File: src/rtl/game_flow_ctrl_pkg.sv
// Shared game state codes and digit helpers for the game sequencer and the pixel generator.
package game_pkg;

  localparam int STATE_W = 3;
  localparam int DIGIT_W = 4;

  typedef enum logic [STATE_W-1:0] {
    ST_RST    = 3'd0,
    ST_B_RST  = 3'd1,
    ST_B_PLAY = 3'd2,
    ST_PLAY   = 3'd3,
    ST_FINISH = 3'd4
  } state_t;

  // BCD score increment that sticks at 9.
  function automatic logic [DIGIT_W-1:0] sat_inc(input logic [DIGIT_W-1:0] d);
    return (d >= DIGIT_W'(9)) ? DIGIT_W'(9) : d + DIGIT_W'(1);
  endfunction

endpackage

File: src/rtl/game_flow_ctrl_if.sv
// Button/point/vsync inputs and display/run outputs of the game sequencer.
interface game_flow_ctrl_if;
  import game_pkg::*;

  logic                start;
  logic                abort;
  logic                point0;
  logic                point1;
  logic                vsync;
  logic [STATE_W-1:0]  state;
  logic [DIGIT_W-1:0]  score0;
  logic [DIGIT_W-1:0]  score1;
  logic [DIGIT_W-1:0]  cnt0;
  logic                ball_en;
  logic                serve_dir;
  logic                winner;

  modport master (
    output start, abort, point0, point1, vsync,
    input  state, score0, score1, cnt0, ball_en, serve_dir, winner
  );

  modport slave (
    input  start, abort, point0, point1, vsync,
    output state, score0, score1, cnt0, ball_en, serve_dir, winner
  );

endinterface

File: src/rtl/game_flow_ctrl_sec_tick_gen.sv
// Free-running step counter: one-cycle tick every TICK_CYCLES enabled cycles; clr wins over en.
module sec_tick_gen #(
  parameter int TICK_CYCLES = 25_000_000
) (
  input  logic clk,
  input  logic rst_n,
  input  logic clr,
  input  logic en,
  output logic tick
);

  localparam int CW = (TICK_CYCLES > 1) ? $clog2(TICK_CYCLES) : 1;
  localparam logic [CW-1:0] LAST = CW'(TICK_CYCLES - 1);

  logic [CW-1:0] cnt_q, cnt_d;

  always_comb begin
    cnt_d = cnt_q;
    if (clr) begin
      cnt_d = '0;
    end else if (en) begin
      cnt_d = (cnt_q == LAST) ? '0 : cnt_q + CW'(1);
    end
  end

  always_ff @(posedge clk or negedge rst_n) begin
    if (!rst_n) cnt_q <= '0;
    else        cnt_q <= cnt_d;
  end

  assign tick = en && !clr && (cnt_q == LAST);

endmodule

File: src/rtl/game_flow_ctrl.sv
// Game sequencer: serve countdown, score counters and win detection.
// Optional FRAME_SYNC_EN: display outputs held in shadows reloaded once per frame after vsync falls.
module game_flow_ctrl
  import game_pkg::*;
#(
  parameter int TICK_CYCLES = 25_000_000,
  parameter int CNT_START   = 3,
  parameter int WIN_SCORE   = 7
) (
  input  logic            clk,
  input  logic            rst_n,
  game_flow_ctrl_if.slave bus
);

  localparam logic [DIGIT_W-1:0] WIN_D = DIGIT_W'(WIN_SCORE);
  localparam logic [DIGIT_W-1:0] CNT_D = DIGIT_W'(CNT_START);

  state_t               state_q, state_d;
  logic [DIGIT_W-1:0]   score0_q, score0_d, score1_q, score1_d, cnt0_q, cnt0_d;
  logic                 serve_dir_q, serve_dir_d, winner_q, winner_d, ball_en_q, ball_en_d;
  logic                 tick;
  logic [DIGIT_W-1:0]   s0_inc, s1_inc;

  // The step counter only runs in B_PLAY, so it is always fresh on entry.
  sec_tick_gen #(.TICK_CYCLES(TICK_CYCLES)) u_tick (
    .clk   (clk),
    .rst_n (rst_n),
    .clr   (state_q != ST_B_PLAY),
    .en    (state_q == ST_B_PLAY),
    .tick  (tick)
  );

  assign s0_inc = sat_inc(score0_q);
  assign s1_inc = sat_inc(score1_q);

  always_comb begin
    state_d     = state_q;
    score0_d    = score0_q;
    score1_d    = score1_q;
    serve_dir_d = serve_dir_q;
    if (bus.abort) begin
      state_d = ST_RST;
    end else begin
      case (state_q)
        ST_RST: begin
          score0_d    = '0;
          score1_d    = '0;
          serve_dir_d = 1'b0;
          state_d     = ST_B_RST;
        end
        ST_B_RST:  if (bus.start) state_d = ST_B_PLAY;
        ST_B_PLAY: if (tick && cnt0_q <= DIGIT_W'(1)) state_d = ST_PLAY;
        ST_PLAY: begin
          if (bus.point0 || bus.point1) begin
            if (bus.point0) score0_d = s0_inc;
            if (bus.point1) score1_d = s1_inc;
            // Serve goes toward whoever conceded; a double point keeps the direction.
            if (bus.point0 && !bus.point1) serve_dir_d = 1'b1;
            if (bus.point1 && !bus.point0) serve_dir_d = 1'b0;
            state_d = (score0_d == WIN_D || score1_d == WIN_D) ? ST_FINISH : ST_B_PLAY;
          end
        end
        ST_FINISH: if (bus.start) state_d = ST_RST;
        default:   state_d = ST_RST;
      endcase
    end

    cnt0_d = '0;
    if (state_d == ST_B_PLAY) begin
      if (state_q != ST_B_PLAY) cnt0_d = CNT_D;
      else if (tick)            cnt0_d = cnt0_q - DIGIT_W'(1);
      else                      cnt0_d = cnt0_q;
    end

    ball_en_d = (state_d == ST_PLAY);
    winner_d  = (state_d == ST_FINISH) && (score1_d >= WIN_D) && (score0_d < WIN_D);
  end

  always_ff @(posedge clk or negedge rst_n) begin
    if (!rst_n) begin
      state_q     <= ST_RST;
      score0_q    <= '0;
      score1_q    <= '0;
      cnt0_q      <= '0;
      serve_dir_q <= 1'b0;
      winner_q    <= 1'b0;
      ball_en_q   <= 1'b0;
    end else begin
      state_q     <= state_d;
      score0_q    <= score0_d;
      score1_q    <= score1_d;
      cnt0_q      <= cnt0_d;
      serve_dir_q <= serve_dir_d;
      winner_q    <= winner_d;
      ball_en_q   <= ball_en_d;
    end
  end

`ifdef FRAME_SYNC_EN
  logic                vsync_q, load_q;
  logic [STATE_W-1:0]  state_sh_q;
  logic [DIGIT_W-1:0]  score0_sh_q, score1_sh_q, cnt0_sh_q;

  always_ff @(posedge clk or negedge rst_n) begin
    if (!rst_n) begin
      vsync_q     <= 1'b1;
      load_q      <= 1'b0;
      state_sh_q  <= ST_RST;
      score0_sh_q <= '0;
      score1_sh_q <= '0;
      cnt0_sh_q   <= '0;
    end else begin
      vsync_q <= bus.vsync;
      load_q  <= vsync_q && !bus.vsync;
      if (load_q) begin
        state_sh_q  <= state_q;
        score0_sh_q <= score0_q;
        score1_sh_q <= score1_q;
        cnt0_sh_q   <= cnt0_q;
      end
    end
  end

  assign bus.state  = state_sh_q;
  assign bus.score0 = score0_sh_q;
  assign bus.score1 = score1_sh_q;
  assign bus.cnt0   = cnt0_sh_q;
`else
  assign bus.state  = state_q;
  assign bus.score0 = score0_q;
  assign bus.score1 = score1_q;
  assign bus.cnt0   = cnt0_q;
`endif

  assign bus.ball_en   = ball_en_q;
  assign bus.serve_dir = serve_dir_q;
  assign bus.winner    = winner_q;

endmodule

File: src/flat_wrapper.sv
// flat-port wrapper written by rule: the top's interface ports become plain ports
module game_flow_ctrl_flat import game_pkg::*;
#(
  parameter int TICK_CYCLES = 25_000_000,
  parameter int CNT_START   = 3,
  parameter int WIN_SCORE   = 7
)
  (clk, rst_n, bus_start, bus_abort, bus_point0, bus_point1, bus_vsync, bus_state, bus_score0, bus_score1, bus_cnt0, bus_ball_en, bus_serve_dir, bus_winner);
  game_flow_ctrl_if bus_i ();
  input  logic clk;
  input  logic rst_n;
  input wire logic [$bits(bus_i.start)-1:0] bus_start;
  input wire logic [$bits(bus_i.abort)-1:0] bus_abort;
  input wire logic [$bits(bus_i.point0)-1:0] bus_point0;
  input wire logic [$bits(bus_i.point1)-1:0] bus_point1;
  input wire logic [$bits(bus_i.vsync)-1:0] bus_vsync;
  output wire logic [$bits(bus_i.state)-1:0] bus_state;
  output wire logic [$bits(bus_i.score0)-1:0] bus_score0;
  output wire logic [$bits(bus_i.score1)-1:0] bus_score1;
  output wire logic [$bits(bus_i.cnt0)-1:0] bus_cnt0;
  output wire logic [$bits(bus_i.ball_en)-1:0] bus_ball_en;
  output wire logic [$bits(bus_i.serve_dir)-1:0] bus_serve_dir;
  output wire logic [$bits(bus_i.winner)-1:0] bus_winner;
  assign bus_i.start = bus_start;
  assign bus_i.abort = bus_abort;
  assign bus_i.point0 = bus_point0;
  assign bus_i.point1 = bus_point1;
  assign bus_i.vsync = bus_vsync;
  assign bus_state = bus_i.state;
  assign bus_score0 = bus_i.score0;
  assign bus_score1 = bus_i.score1;
  assign bus_cnt0 = bus_i.cnt0;
  assign bus_ball_en = bus_i.ball_en;
  assign bus_serve_dir = bus_i.serve_dir;
  assign bus_winner = bus_i.winner;
  game_flow_ctrl #(.TICK_CYCLES(TICK_CYCLES), .CNT_START(CNT_START), .WIN_SCORE(WIN_SCORE)) u_core (.clk(clk), .rst_n(rst_n), .bus(bus_i));
endmodule
File: config.mk
export PLATFORM = sky130hd
export DESIGN_NAME = game_flow_ctrl_flat
export DESIGN_NICKNAME = d
export VERILOG_FILES = /design/src/rtl/game_flow_ctrl_pkg.sv /design/src/rtl/game_flow_ctrl_if.sv /design/src/rtl/game_flow_ctrl_sec_tick_gen.sv /design/src/rtl/game_flow_ctrl.sv /design/src/flat_wrapper.sv
export SDC_FILE = /design/constraint.sdc
export NUM_CORES = 1
export LEC_CHECK = 0
export BUFFER_PORTS_ARGS = -buffer_cell sky130_fd_sc_hd__buf_2
export CORE_MARGIN = 5
export CORE_UTILIZATION = 45
export CTS_CLUSTER_DIAMETER = 50
export DETAILED_ROUTE_END_ITERATION = 6
export GPL_TIMING_DRIVEN = 0
export SYNTH_ARGS = -nofsm -noshare
export SYNTH_HDL_FRONTEND = slang
export SYNTH_SLANG_ARGS = --single-unit
File: constraint.sdc
create_clock -name clk -period 5 [get_ports clk]
set_input_delay 0.25 -clock clk [delete_from_list [all_inputs] [get_ports clk]]
set_output_delay 0.25 -clock clk [all_outputs]
set_load 0.005 [all_outputs]
Yosys cells after proc, flatten, opt, wreduce, memory -nomap -nowiden
Index checks and enable logic that the tools add are counted.
Widths: inputs -> output; s select.

word-level totals
  register bits after elaboration = 43
  bits of input ports = 7
  output and inout port bits = 18
  word-level logic and storage cells = 81

operators by class
  $add $sub $neg = 4
  magnitude comparators = 5
  equality and inequality tests = 14
  multiplexer cells = 33
  bitwise gates (word level) = 1
  reductions and logical operators = 16

operators with widths
  operator               count
  $mux 25                3
  $mux 4                 17
  $add 25x1->25 const B  1
  $eq 25x25->1 const B   1
  $mux 3                 6
  $pmux 4 s2             2
  $pmux 3 s5             1
  $eq 3x2->1 const B     4
  $add 4x1->4 const B    2
  $eq 4x3->1 const B     2
  $ge 4x4->1 const B     2
  $logic_and 1x1->1      7
  $eq 3x3->1 const B     2
  $ne 3x2->1 const B     2
  $ge 4x3->1 const B     1
  $le 4x1->1 const B     1
  $lt 4x3->1 const B     1
  $reduce_and 4->1       1
  $reduce_bool 2->1      2
  $sub 4x1->4 const B    1
  $eq 3x1->1 const B     1
  $logic_not 1->1        3
  $logic_not 3->1        1
  $mux 1                 3
  other kinds (5)        6

Depth between registers and ports, before layout
  depth after elaboration = 15
  mapped depth = 8
  mapped depth without buffers = 8

Modules after synthesis
Synthesis repeated with hierarchy kept, for this count alone.

unflattened totals
  cells, all modules = 306
  area total of the unflattened synthesis = 2740.1 um2

modules (own cells, without submodules)
  module          instances  cells an instance  area an instance (um2)  sequential area each (um2)
  sec_tick_gen    1          163                1463.9                  625.6
  game_flow_ctrl  1          143                1276.2                  450.4

Worst setup path before layout
No wires, ideal clock.

  path kind = flip-flop to flip-flop
  start = register u_core.u_tick.cnt_q[8]
  end = register u_core.cnt0_q[1] (netlist: u_core.bus.cnt0[1])
  library setup time = 0.139 ns
  data arrival time = 1.672 ns
  required time = 4.861 ns
  slack = 3.188 ns
  cell stages (with the launch flop) = 7
  path buffers = 1
  period minus slack after synthesis = 1.812 ns
  cell sequence = dfrtp_1 > nor4b_1 > nand4_1 > or3_1 > buf_6 > a2111oi_2 > nor3_1

between the ends
  longest elaborated chain between the ends = 8
  elaborated cells on any way between the ends = 9
  classes of those cells = eq/ne: 3; mux: 4; reduce/logical: 2

RTL lines
  element                                                line                               source
  start, declared                                        game_flow_ctrl_sec_tick_gen.sv:15  logic [CW-1:0] cnt_q, cnt_d;
  start signal, assigned                                 game_flow_ctrl_sec_tick_gen.sv:28  else cnt_q <= cnt_d;
  $eq 25x25->1 *                                         game_flow_ctrl_sec_tick_gen.sv:31  assign tick = en && !clr && (cnt_q == LAST);
  $logic_and 1x1->1 *                                    game_flow_ctrl_sec_tick_gen.sv:31
  $logic_and 1x1->1                                      game_flow_ctrl.sv:52               ST_B_PLAY: if (tick && cnt0_q <= DIGIT_W'(1)) state_d = ST_PLAY;
  $mux 3                                                 game_flow_ctrl.sv:52
  $pmux 3 s5                                             game_flow_ctrl.sv:44               case (state_q)
  $mux 3                                                 game_flow_ctrl.sv:41               if (bus.abort) begin
  $eq 3x2->1                                             game_flow_ctrl.sv:69               if (state_d == ST_B_PLAY) begin
  $ne 3x2->1 (no line) / $mux 4 (equally long branches)  --
  end signal, assigned                                   game_flow_ctrl.sv:92               cnt0_q <= cnt0_d;
  end, declared                                          game_flow_ctrl.sv:19               logic [DIGIT_W-1:0] score0_q, score0_d, score1_q, score1_d, cnt0_q, cnt0_d;

Mark *: on every way between the ends. The rest lies on a longest branch, timed or not.
A chain may end at the register's enable or synchronous reset.

Worst setup path in the final report
  start = register u_core.state_q[2] (netlist: u_core.bus.state[2])
  end = register u_core.winner_q (netlist: u_core.bus.winner)

between the ends
  longest elaborated chain between the ends = 11
  elaborated cells on any way between the ends = 25
  classes of those cells = order compare: 2; eq/ne: 6; mux: 10; reduce/logical: 7

RTL lines
  element                          line                               source
  start, declared                  game_flow_ctrl.sv:18               state_t state_q, state_d;
  start signal, assigned           game_flow_ctrl.sv:89               state_q <= state_d;
  $ne 3x2->1                       game_flow_ctrl.sv:28               .clr (state_q != ST_B_PLAY),
  $logic_not 1->1                  game_flow_ctrl_sec_tick_gen.sv:31
  $logic_and 1x1->1 (2 in series)  game_flow_ctrl_sec_tick_gen.sv:31
  $logic_and 1x1->1                game_flow_ctrl.sv:52
  $mux 3                           game_flow_ctrl.sv:52
  $pmux 3 s5                       game_flow_ctrl.sv:44
  $mux 3                           game_flow_ctrl.sv:41
  $eq 3x3->1                       game_flow_ctrl.sv:76               winner_d = (state_d == ST_FINISH) && (score1_d >= WIN_D) && (score0_d < WIN_D);
  $logic_and 1x1->1                game_flow_ctrl.sv:76
  $logic_and 1x1->1 *              game_flow_ctrl.sv:76
  via u_core.winner_d              game_flow_ctrl.sv:20               logic serve_dir_q, serve_dir_d, winner_q, winner_d, ball_en_q, ball_en_d;
  end signal, assigned             game_flow_ctrl.sv:94               winner_q <= winner_d;
  end, declared                    game_flow_ctrl.sv:20

Mark *: on every way through the listed nets, which the timed path passes. The rest lies on a longest branch.

==> results.sh <==
export IMPL_clkTransAtPathRegs_ns=0.08
export IMPL_synth_enable_flop_cells=0
export IMPL_finalSetupTns_ns=0
export IMPL_cp_required_ns=5.23
export IMPL_arrival_ns=2.35
export IMPL_drt_total_wl_microns=5140
export IMPL_synthFlopType="dfrtp_1"
export IMPL_core_sq_mm=0.00541
export IMPL_grt_total_usage_pct=15.4
export IMPL_r2r_start="u_core.bus.state[2]$_DFF_PN0_"
export IMPL_cts_setup_buffers=0
export IMPL_placed_cells_incl_taps=365
export IMPL_synthCells=271
export IMPL_ys_top_cells_by_count="nor2_1 (47), dfrtp_1 (43), nand2_1 (19)"
export IMPL_io_buffers=22
export IMPL_p_int_uw=467
export IMPL_max_slew_margin_pct=36.4
export IMPL_power_switching_uw=164
export IMPL_syn_nets=287
export IMPL_hold_class="input pin to asynchronous set/reset pin"
export IMPL_leakagePower_uw=0.00127
export IMPL_die_height_microns=84.1
export IMPL_clock_latency_ns=0.30
export IMPL_netlist_area_sq_mm=0.00247
export IMPL_p_clk_share_pct=35.4
export IMPL_cts_buffer_depth=2
export IMPL_timing_fmax_mhz=472
export IMPL_cts_max_level=2
export IMPL_async_reset_ff_share_pct=100
export IMPL_pwr_density_cell_mw_per_mm2=229
export IMPL_synth_top_cell_area_share_pct=43.6
export IMPL_yosysSeqAreaShare_pct=43.6
export IMPL_ys_warn_count=0
export IMPL_rsz0062_at_grt="no"
export IMPL_postCtsHoldBufs=0
export IMPL_pwr_share_comb_pct=8.2
export IMPL_fin_crit_ns=2.12
export IMPL_drc=0
export IMPL_postSynthAreaPerCell_sq_um=9.11
export IMPL_end_kind="register"
export IMPL_synth_cell_type_count=52
export IMPL_cp_start_kind="register"
export IMPL_slew_viol_final=0
export IMPL_swShare_pct=26.0
export IMPL_dp_slack_ns=2.92
export IMPL_synth_largest_area_cell="dfrtp_1"
export IMPL_drt_iter0_drc=144
export IMPL_yosysMostFrequentCell="nor2_1"
export IMPL_grt_first_pass_wirelength_microns=8890
export IMPL_start_util_pct=45.7
export IMPL_std_cell_rows=27
export IMPL_vias_per_cell=5.29
export IMPL_finClkSkew_ns=0.0110
export IMPL_rrSetupSlack_ns=2.88
export IMPL_dp_hpwl_microns=3750
export IMPL_cts_tree="yes"
export IMPL_status="finished, final reports clean"
export IMPL_hold_viol=0
export IMPL_tightest_slew_ns=0.955
export IMPL_via_count=1975
export IMPL_seqPwrFrac_pct=56.4
export IMPL_layout_drive_gt1_share_pct=15.3
export IMPL_grt_overflow=0
export IMPL_fillers=531
export IMPL_nNetsFinal=316
export IMPL_finalSetupViolCount=0
export IMPL_final_cells=373
export IMPL_reg2reg_depth=7
export IMPL_synth_area_leaders="dfrtp_1 (44%), nor2_1 (7.1%), xor2_1 (5.7%)"
export IMPL_antenna_found_initial=0
export IMPL_vdd_drop_max_v=0.000167
export IMPL_numCtsBuffers=5
export IMPL_worst_slack_ns=2.88
export IMPL_worst_setup_path_type="register to register"
export IMPL_fp_dieW_microns=84.1
export IMPL_grt_start_max_net_pins=44
export IMPL_synthToLayoutAreaGrowth_pct=11.9
export IMPL_final_antenna_net_count=0
export IMPL_place_congestion=0.848
export IMPL_io_pins=25
export IMPL_die_area_sq_mm=0.00707
export IMPL_maxCapViolations=0
export IMPL_dr_pass1_iters=4
export IMPL_cts_root_buf="clkbuf_8"
export IMPL_post_cts_resized=0
export IMPL_ys_ff_latch=43
export IMPL_timing_final_crit_share_pct=42.3
export IMPL_cts_sinks=43
export IMPL_wl_per_cell_microns=13.8
export IMPL_cp_max_fo=10
export IMPL_antenna_cells=0
export IMPL_r2r_end="u_core.bus.winner$_DFF_PN0_"
export IMPL_grt_pass1_vias=1878
==> power groups by stage <==
stage	Sequential, uW	Combinational [uW]	Clock [uW]
after detailed placement	364	52.8	0
after CTS	357	52.9	235
after global placement	363	52.3	0
after global routing	358	59.9	249
final	356	51.9	223
after floorplan	363	30.8	0
==> worst max-delay path, cell delays in order (launching register included) <==
cell and delay [ns]:
dfrtp_1 0.38, buf_2 0.18, and4bb_2 0.37, o21ai_0 0.15
nand2b_1 0.18, a2bb2oi_1 0.14, o31ai_1 0.41, and3_1 0.23
==> final cells by class <==
cell class / count / area (sq um) / share of cell area, %
Tap cell: 72 / 90.1 / 3.26
Buffer: 8 / 50.0 / 1.81
Timing Repair Buffer: 22 / 110 / 3.98
Multi-Input combinational cell: 205 / 1290 / 46.6
Clock inverter: 3 / 25.0 / 0.905
Sequential cell: 43 / 1080 / 38.9
Clock buffer: 5 / 68.8 / 2.49
Inverter: 15 / 56.3 / 2.04
==> cells in the final DEF (no fill, tap or decap), types with 2 or more instances in the layout <==
cell type   n
a31oi_1     2
and4_1      2
a211o_1     2
or3_1       5
clkinv_4    2
and3_1     10
ha_1        9
a211oi_1    3
nand2_1    19
a41o_1      2
nor2_1     47
nor4b_1     2
nor3_1      7
o21ai_0    12
clkbuf_8    5
nand3_1    14
dfrtp_1    43
xor2_1     16
nand4_1     5
buf_2      26
a21oi_1    11
inv_1      14
o31ai_1     2
buf_4       2
nand2b_1    3
xnor2_1     7
==> layer usage <==
metal	vias to the layer above	global-route usage, %	wire, microns
li1	1001	-	-
met1	944	22.0	2550
met2	22	23.4	2380
met3	8	3.26	133
met4	0	4.82	76
met5	-	0	0
==> worst max-delay path by stage <==
| stage | from | endpoint | cells past startpoint |
|---|---|---|---|
| 2_1_floorplan | u_core.u_tick.cnt_q[8]$_DFF_PN0_ | u_core.bus.cnt0[1]$_DFFE_PN0P_ | 6 |
| 3_3_place_gp | u_core.bus.state[2]$_DFF_PN0_ | u_core.bus.winner$_DFF_PN0_ | 7 |
| 3_5_place_dp | u_core.bus.score1[0]$_DFF_PN0_ | u_core.bus.cnt0[0]$_DFFE_PN0P_ | 6 |
| 4_1_cts | u_core.bus.score1[0]$_DFF_PN0_ | u_core.bus.cnt0[0]$_DFFE_PN0P_ | 6 |
| 5_1_grt | u_core.bus.score1[0]$_DFF_PN0_ | u_core.bus.cnt0[0]$_DFFE_PN0P_ | 7 |
| 6_report | u_core.bus.state[2]$_DFF_PN0_ | u_core.bus.winner$_DFF_PN0_ | 7 |
==> flip-flops by register name (all words and copies together) (netlist names) <==
name,cells
u_core.bus.score0,4
u_core.u_tick.cnt_q,25
u_core.bus.score1,4
u_core.bus.serve_dir,1
u_core.bus.cnt0,4
u_core.bus.state,3
u_core.bus.winner,1
u_core.bus.ball_en,1
==> cell families (layout without fill, tap and decap cells) <==
logic type | after synthesis | in the layout | share of synthesized area (%)
and+or+nand+nor | 125 | 125 | 26.0
adders and majority gates | 9 | 9 | 4.56
buffers and inverters | 23 | 53 | 4.31
AOI/OAI and AO/OA | 47 | 47 | 13.0
xor gates and xnor gates | 23 | 23 | 8.16
DFF | 43 | 43 | 43.6
muxes | 1 | 1 | 0.405
==> stage by stage <==
| stage | utilization, % | total power [uW] | cell area, sq um | hold slack, ns |
|---|---|---|---|---|
| finish | 51.1 | 632 | 2760 | 0.0966 |
| global route | 51.1 | 667 | 2760 | 0.192 |
| CTS | 51.1 | 644 | 2760 | 0.132 |
| detailed placement | 49.4 | 416 | 2670 | 0.464 |
| global placement | 49.4 | 416 | 2670 | 0.470 |
| floorplan | - | 393 | 2470 | -0.0456 |
(Power assumes the default switching activity.)
